## config.mk

```make
export PLATFORM = sky130hd
export DESIGN_NAME = load_store_unit_flat
export DESIGN_NICKNAME = d
export VERILOG_FILES = /design/src/rtl/load_store_unit_if.sv /design/src/rtl/load_store_unit.sv /design/src/flat_wrapper.sv
export SDC_FILE = /design/constraint.sdc
export NUM_CORES = 1
export LEC_CHECK = 0
export BUFFER_PORTS_ARGS = -buffer_cell sky130_fd_sc_hd__buf_2
export CAP_MARGIN = 5
export CORE_MARGIN = 1.5
export CORE_UTILIZATION = 46
export CTS_CLUSTER_SIZE = 30
export DETAILED_ROUTE_END_ITERATION = 8
export PLACE_DENSITY = 0.74
export SYNTH_ARGS = -nofsm -noshare
export SYNTH_HDL_FRONTEND = slang
export SYNTH_SLANG_ARGS = --single-unit
export TNS_END_PERCENT = 20
```

## constraint.sdc

```tcl
create_clock -name clk -period 5.1 [get_ports clk]
set_clock_uncertainty 0.1 [all_clocks]
set_input_delay 0.51 -clock clk [delete_from_list [all_inputs] [get_ports clk]]
set_output_delay 0.51 -clock clk [all_outputs]
set_load 0.02 [all_outputs]
```

## src/rtl/load_store_unit_if.sv

```systemverilog
// Data-memory request/acknowledge bus between the load/store unit and memory.
interface load_store_unit_if;
   logic        req;
   logic        we;
   logic [31:0] addr;
   logic [31:0] wdata;
   logic [3:0]  be;
   logic        ack;
   logic [31:0] rdata;

   modport master (output req, we, addr, wdata, be, input ack, rdata);
   modport slave  (input req, we, addr, wdata, be, output ack, rdata);
endinterface

```

## src/rtl/load_store_unit.sv

```systemverilog
// Memory access stage: aligns stores, extends loads, runs one req/ack transfer
// at a time and reports misaligned, illegal-width and timeout faults.
module load_store_unit #(
   parameter int unsigned TIMEOUT = 255
) (
   input  logic               clk,
   input  logic               rst,
   input  logic               req_valid_i,
   input  logic               req_load_i,
   input  logic [2:0]         funct3_i,
   input  logic [31:0]        addr_i,
   input  logic [31:0]        store_data_i,
   output logic               stall_o,
   output logic               done_o,
   output logic [31:0]        load_data_o,
   output logic               misaligned_o,
   output logic               bus_err_o,
   load_store_unit_if.master  mem
);
   localparam int unsigned CNT_W = 8;

   typedef enum logic [1:0] {S_IDLE, S_BUS, S_RESP} state_e;

   state_e             state_q, state_d;
   logic [CNT_W-1:0]   cnt_q, cnt_d;
   logic               load_q, load_d;
   logic [2:0]         funct3_q, funct3_d;
   logic [31:0]        addr_q, addr_d;
   logic [31:0]        wdata_q, wdata_d;
   logic [3:0]         be_q, be_d;
   logic               done_q, done_d;
   logic [31:0]        load_data_q, load_data_d;
   logic               mis_q, mis_d;
   logic               berr_q, berr_d;

   logic               illegal_c, misalign_c;
   logic [3:0]         be_c;
   logic [31:0]        wdata_c, lane_c, ext_c;

   // Request decode: fault classification and lane alignment of the incoming access
   always_comb begin
      illegal_c  = (funct3_i[1:0] == 2'b11) || (funct3_i == 3'b110) ||
                   (!req_load_i && funct3_i[2]);
      misalign_c = !illegal_c &&
                   (((funct3_i[1:0] == 2'b01) && addr_i[0]) ||
                    ((funct3_i[1:0] == 2'b10) && (addr_i[1:0] != 2'b00)));
      be_c    = 4'b1111;
      wdata_c = store_data_i;
      case (funct3_i[1:0])
         2'b00: begin
            be_c    = 4'(4'b0001 << addr_i[1:0]);
            wdata_c = {4{store_data_i[7:0]}};
         end
         2'b01: begin
            be_c    = 4'(4'b0011 << addr_i[1:0]);
            wdata_c = {2{store_data_i[15:0]}};
         end
         default: ;
      endcase
   end

   // Load extraction from the addressed lane of the returned word
   always_comb begin
      lane_c = mem.rdata >> {addr_q[1:0], 3'b000};
      case (funct3_q)
         3'b000:  ext_c = {{24{lane_c[7]}}, lane_c[7:0]};
         3'b100:  ext_c = {24'h0, lane_c[7:0]};
         3'b001:  ext_c = {{16{lane_c[15]}}, lane_c[15:0]};
         3'b101:  ext_c = {16'h0, lane_c[15:0]};
         default: ext_c = lane_c;
      endcase
   end

   always_comb begin
      state_d     = state_q;
      cnt_d       = cnt_q;
      load_d      = load_q;
      funct3_d    = funct3_q;
      addr_d      = addr_q;
      wdata_d     = wdata_q;
      be_d        = be_q;
      done_d      = 1'b0;
      load_data_d = load_data_q;
      mis_d       = mis_q;
      berr_d      = berr_q;
      unique case (state_q)
         S_IDLE: begin
            if (req_valid_i) begin
               load_d      = req_load_i;
               funct3_d    = funct3_i;
               addr_d      = addr_i;
               wdata_d     = wdata_c;
               be_d        = be_c;
               load_data_d = '0;
               mis_d       = misalign_c;
               berr_d      = illegal_c;
               if (illegal_c || misalign_c) begin
                  state_d = S_RESP;
                  done_d  = 1'b1;
               end else begin
                  state_d = S_BUS;
                  cnt_d   = '0;
               end
            end
         end
         S_BUS: begin
            // An ack in the final counted cycle still completes normally
            if (mem.ack) begin
               load_data_d = load_q ? ext_c : '0;
               state_d     = S_RESP;
               done_d      = 1'b1;
            end else if (cnt_q == CNT_W'(TIMEOUT - 1)) begin
               berr_d  = 1'b1;
               state_d = S_RESP;
               done_d  = 1'b1;
            end else begin
               cnt_d = cnt_q + CNT_W'(1);
            end
         end
         S_RESP: begin
            state_d     = S_IDLE;
            load_data_d = '0;
            mis_d       = 1'b0;
            berr_d      = 1'b0;
         end
         default: state_d = S_IDLE;
      endcase
   end

   always_ff @(posedge clk) begin
      if (rst) begin
         state_q     <= S_IDLE;
         cnt_q       <= '0;
         load_q      <= 1'b0;
         funct3_q    <= '0;
         addr_q      <= '0;
         wdata_q     <= '0;
         be_q        <= '0;
         done_q      <= 1'b0;
         load_data_q <= '0;
         mis_q       <= 1'b0;
         berr_q      <= 1'b0;
      end else begin
         state_q     <= state_d;
         cnt_q       <= cnt_d;
         load_q      <= load_d;
         funct3_q    <= funct3_d;
         addr_q      <= addr_d;
         wdata_q     <= wdata_d;
         be_q        <= be_d;
         done_q      <= done_d;
         load_data_q <= load_data_d;
         mis_q       <= mis_d;
         berr_q      <= berr_d;
      end
   end

   assign stall_o      = ((state_q == S_IDLE) && req_valid_i) || (state_q == S_BUS);
   assign done_o       = done_q;
   assign load_data_o  = load_data_q;
   assign misaligned_o = mis_q;
   assign bus_err_o    = berr_q;

   assign mem.req   = (state_q == S_BUS);
   assign mem.we    = (state_q == S_BUS) && !load_q;
   assign mem.addr  = {addr_q[31:2], 2'b00};
   assign mem.wdata = wdata_q;
   assign mem.be    = be_q;
endmodule

```

## src/flat_wrapper.sv

```systemverilog
// flat-port wrapper written by rule: the top's interface ports become plain ports
module load_store_unit_flat 
#(
   parameter int unsigned TIMEOUT = 255
)
  (clk, rst, req_valid_i, req_load_i, funct3_i, addr_i, store_data_i, stall_o, done_o, load_data_o, misaligned_o, bus_err_o, mem_req, mem_we, mem_addr, mem_wdata, mem_be, mem_ack, mem_rdata);
  load_store_unit_if mem_i ();
  input  logic clk;
  input  logic rst;
  input  logic req_valid_i;
  input  logic req_load_i;
  input  logic [2:0] funct3_i;
  input  logic [31:0] addr_i;
  input  logic [31:0] store_data_i;
  output logic stall_o;
  output logic done_o;
  output logic [31:0] load_data_o;
  output logic misaligned_o;
  output logic bus_err_o;
  output wire logic [$bits(mem_i.req)-1:0] mem_req;
  output wire logic [$bits(mem_i.we)-1:0] mem_we;
  output wire logic [$bits(mem_i.addr)-1:0] mem_addr;
  output wire logic [$bits(mem_i.wdata)-1:0] mem_wdata;
  output wire logic [$bits(mem_i.be)-1:0] mem_be;
  input wire logic [$bits(mem_i.ack)-1:0] mem_ack;
  input wire logic [$bits(mem_i.rdata)-1:0] mem_rdata;
  assign mem_req = mem_i.req;
  assign mem_we = mem_i.we;
  assign mem_addr = mem_i.addr;
  assign mem_wdata = mem_i.wdata;
  assign mem_be = mem_i.be;
  assign mem_i.ack = mem_ack;
  assign mem_i.rdata = mem_rdata;
  load_store_unit #(.TIMEOUT(TIMEOUT)) u_core (.clk(clk), .rst(rst), .req_valid_i(req_valid_i), .req_load_i(req_load_i), .funct3_i(funct3_i), .addr_i(addr_i), .store_data_i(store_data_i), .stall_o(stall_o), .done_o(done_o), .load_data_o(load_data_o), .misaligned_o(misaligned_o), .bus_err_o(bus_err_o), .mem(mem_i));
endmodule
```

==> results.md <==
* Cell Int Power at between 1.5 and 2 mW
* Setup TNS Final at 0 ns
* Via count at slightly above 5k
* PwrDens at around 380 nW/um^2
* Antenna Violating Nets Remaining at 0
* Lkg Pwr at roughly 3.2 nW
* Slew @ Worst Pin at around 1.1 ns
* Worst path max stage delay at 0.48 ns
* DRC at 0
* Num CTS Buffers at 17
* Fin util at about three fifths
* Initial antenna violation count at 0
* Vias in the first global route at 4,862
* Sw power at 0.7302 mW
* Synth async-reset ratio at 0%
* Crit path required time at ~4.5 ns
* I/O pins at 210
* # Max-Cap Violations at 0
* First-pass GRT wire length at 23.50 mm
* CP Cell Sequence: inv_1 -> ha_1 -> nand2_2 -> buf_4 -> nand2_1 -> buf_2
* Critical path depth at 6
* Post-Synthesis Cells at ~660
* CP Capture Type: primary output
* Clock tree from TritonCTS: done
* Total GRT Usage at a little under a quarter
* Hold Crit Class: input pin to flop
* Launch point of the worst reg-to-reg path: u_core.addr_q[0]
* Critical Setup Path Class: flop to primary output
* Critical path's slowest cell: nand2_2
* IO Port Bufs at 207
* NumNets Final at 912
* Syn-to-layout area delta at 24.41%
* Initial DRT Pass Iterations at 8
* Die footprint at 12,610 sq um
* Unrepaired setup endpoints after global routing: no
* Sw frac at about 28%
* Critical path's top delay family: buffers and inverters
* Most numerous cell in the Yosys netlist: nand2_1
* Avg Vias per Cell at between 5 and 6
* Post-DP Area at approximately 6300 sq um
* Warnings, synthesis at 0
* # fillers at 1,025
* Clock network fraction of total power at ~44%
* Clock sinks at roughly 120
* Hold depth at 3
* Rel. slew slack at between 20 and 25%
* Status: complete, no violations
* Largest net degree at the start of global routing at 97
* Top post-synthesis cells by area: dfxtp_1 (43%), nand2_1 (9.2%), a21oi_1 (6.0%)
* Final Cell Area at 6835 sq um
* Final Hold Fails at 0
* Worst R2R Path Depth at 5
* Post-synthesis register bit count at 117
* Worst r2r dst: u_core.load_data_o[16]
* Synthesized area at between 5000 and 6000 sq um
* Fraction of layout cells with a size suffix above 1 at 32.92%
* Max FO, Critical Path at 29
* Detailed Route Iter0 Violations at about 460
* Final WS setup at ~2.1 ns
* Reg area at between 2000 and 2500 sq um
* Wire per inst at approximately 15 um
* Post-DP HPWL at a little over 10 mm
* CP Data Arrival Time at ~2.4 ns
* Multi-input logic area at between 2000 and 3000 sq um
* Post-synth EDFFs at 0
* Number of antenna diodes at 0
* Core Footprint at about 12,000 sq um
* Clk slew on worst S/H paths at roughly 0.050 ns
* Tmin final at between 2 and 3 ns
* Sequential power share at 39.0%
* FMAX at ~340 MHz
* Post-synth top cells: nand2_1 (135), dfxtp_1 (117), a21oi_1 (66), nor2_1 (50), buf_4 (34)
* DRT Wirelength at between 10 and 15 mm
* H-tree depth at 4
* Die Span Y at between 100 and 150 um
* Synthesized area per cell at ~8.4 sq um
* Post-synthesis sequential area ratio at between 40% and 50%
* Worst R2R Setup Slack at around 2.4 ns
* GP Congestion at ~0.90
* CP Buf/Inv Count at 3
* Share of the synthesized area in the top cell type at a little over two fifths
* Setup WS pre-CTS at 2.376 ns
* Final setup viols at 0
* Die outline width at around 110 um
* CP startpoint kind: flop
* Total gr overflow at 0
* Worst skew pair latency at just over 0.4 ns
* Period utilization at roughly 58%
* CTS resizes at 0
* Clk root buf: clkbuf_16
* Max Slew Vio Count at 0
* Logic pwr share at around 17%
* Worst vdd ir at between 0.2 and 0.25 mV
* Main synth FF type: dfxtp_1
* Initial core utilization at between 40 and 50%
* CTS Hold Bufs at 0
* Cell taking the most area after synthesis: dfxtp_1
* Synth unique cells at 54
* Hold path endpoint: u_core.addr_q[24]
* Post-CTS setup buffer count at 0
* # rows at 39
* Hold_sp: addr_i[24]
* CTS max path bufs at 2
-- per-layer routing --
| metal | GRT usage, % | wire, um | part of all wire (%) |
|---|---|---|---|
| met5 | 0 | 0 | 0 |
| met4 | 10.04 | 430 | 2.9 |
| met3 | 7.397 | 951 | 6.5 |
| met2 | 38.08 | 6967 | 48 |
| met1 | 28.30 | 6264 | 43 |
-- cell type report --
type,instances,share of cell area [%]
Clock inverter,10,1.556
Timing Repair Buffer,210,15.52
Inverter,7,0.3844
Clock buffer,21,6.736
Multi-Input combinational cell,449,38.92
Tap cell,143,2.618
Sequential cell,117,34.27
-- sequential cells by signal, summed over array words and instances, names as in the netlist --
register             cells
u_core.done_o            1
u_core.addr_q           32
u_core.load_q            1
u_core.misaligned_o      1
u_core.funct3_q          3
u_core.bus_err_o         1
u_core.load_data_o      32
u_core.state_q           2
u_core.mem.be            4
u_core.mem.wdata        32
u_core.cnt_q             8
-- power groups by stage --
| stage | combinational (mW) | sequential, mW | clock (mW) |
|---|---|---|---|
| 2_1_floorplan | 0.290 | 1.06 | 0 |
| 6_report | 0.440 | 1.01 | 1.14 |
| 5_1_grt | 0.483 | 1.02 | 1.20 |
| 3_5_place_dp | 0.439 | 1.03 | 0 |
| 4_1_cts | 0.441 | 1.01 | 1.16 |
| 3_3_place_gp | 0.428 | 1.03 | 0 |
-- worst max-delay path by stage --
stage	from	endpoint	slack, ns
finish	u_core.state_q[0]	stall_o	2.14
global route	u_core.state_q[0]	stall_o	1.93
CTS	u_core.state_q[0]	stall_o	2.09
detailed placement	rst	u_core.load_data_o[30]	2.38
global placement	rst	u_core.load_data_o[30]	2.49
floorplan	u_core.state_q[1]	u_core.load_data_o[24]	2.90
-- worst register-to-register path, stage by stage (launching register included) --
cell	delay, ns
dfxtp_1	1.06
nor2b_1	0.57
o2bb2ai_1	0.19
nand2_1	0.12
a21oi_4	0.38
a221o_1	0.20
-- cell families (layout without fill, tap and decap cells) --
logic type	count (synthesis)	after routing	synth area share (%)
other	1	2	0.06826
AOI/OAI and AO/OA	178	178	22.27
adders and majority gates	6	6	1.366
and+or+nand+nor	226	226	17.65
DFF	117	117	42.63
muxes	36	36	6.764
xor gates and xnor gates	1	1	0.1594
buffers and inverters	91	248	9.087
-- through the flow --
stage,total power [mW],hold WS [ns],instances
after floorplan,1.345,0.3367,657
after global placement,1.456,0.3406,926
after detailed placement,1.469,0.3434,926
after CTS,2.616,0.2174,957
after global routing,2.707,0.2243,957
final,2.597,0.2302,957
-- placed cells by master, fill, tap and decap left out, drive strengths merged, types with 2 or more instances in the layout --
| cell type | n |
|---|---|
| mux2 | 9 |
| ha | 6 |
| a221oi | 2 |
| conb | 2 |
| nor2b | 12 |
| nand2 | 135 |
| dfxtp | 117 |
| nor3 | 8 |
| nor4 | 3 |
| a22oi | 2 |
| buf | 210 |
| a311oi | 10 |
| nand3 | 5 |
| a211o | 8 |
| bufinv | 2 |
| mux2i | 27 |
| o21ai | 25 |
| a21oi | 67 |
| a211oi | 9 |
| clkinv | 8 |
| a221o | 16 |
| a32oi | 9 |
| clkbuf | 21 |
| inv | 6 |
| o211ai | 9 |
| a22o | 8 |
| a21o | 5 |
| or2 | 3 |
| nand2b | 4 |
| nor2 | 50 |
(Power assumes the default switching activity.)
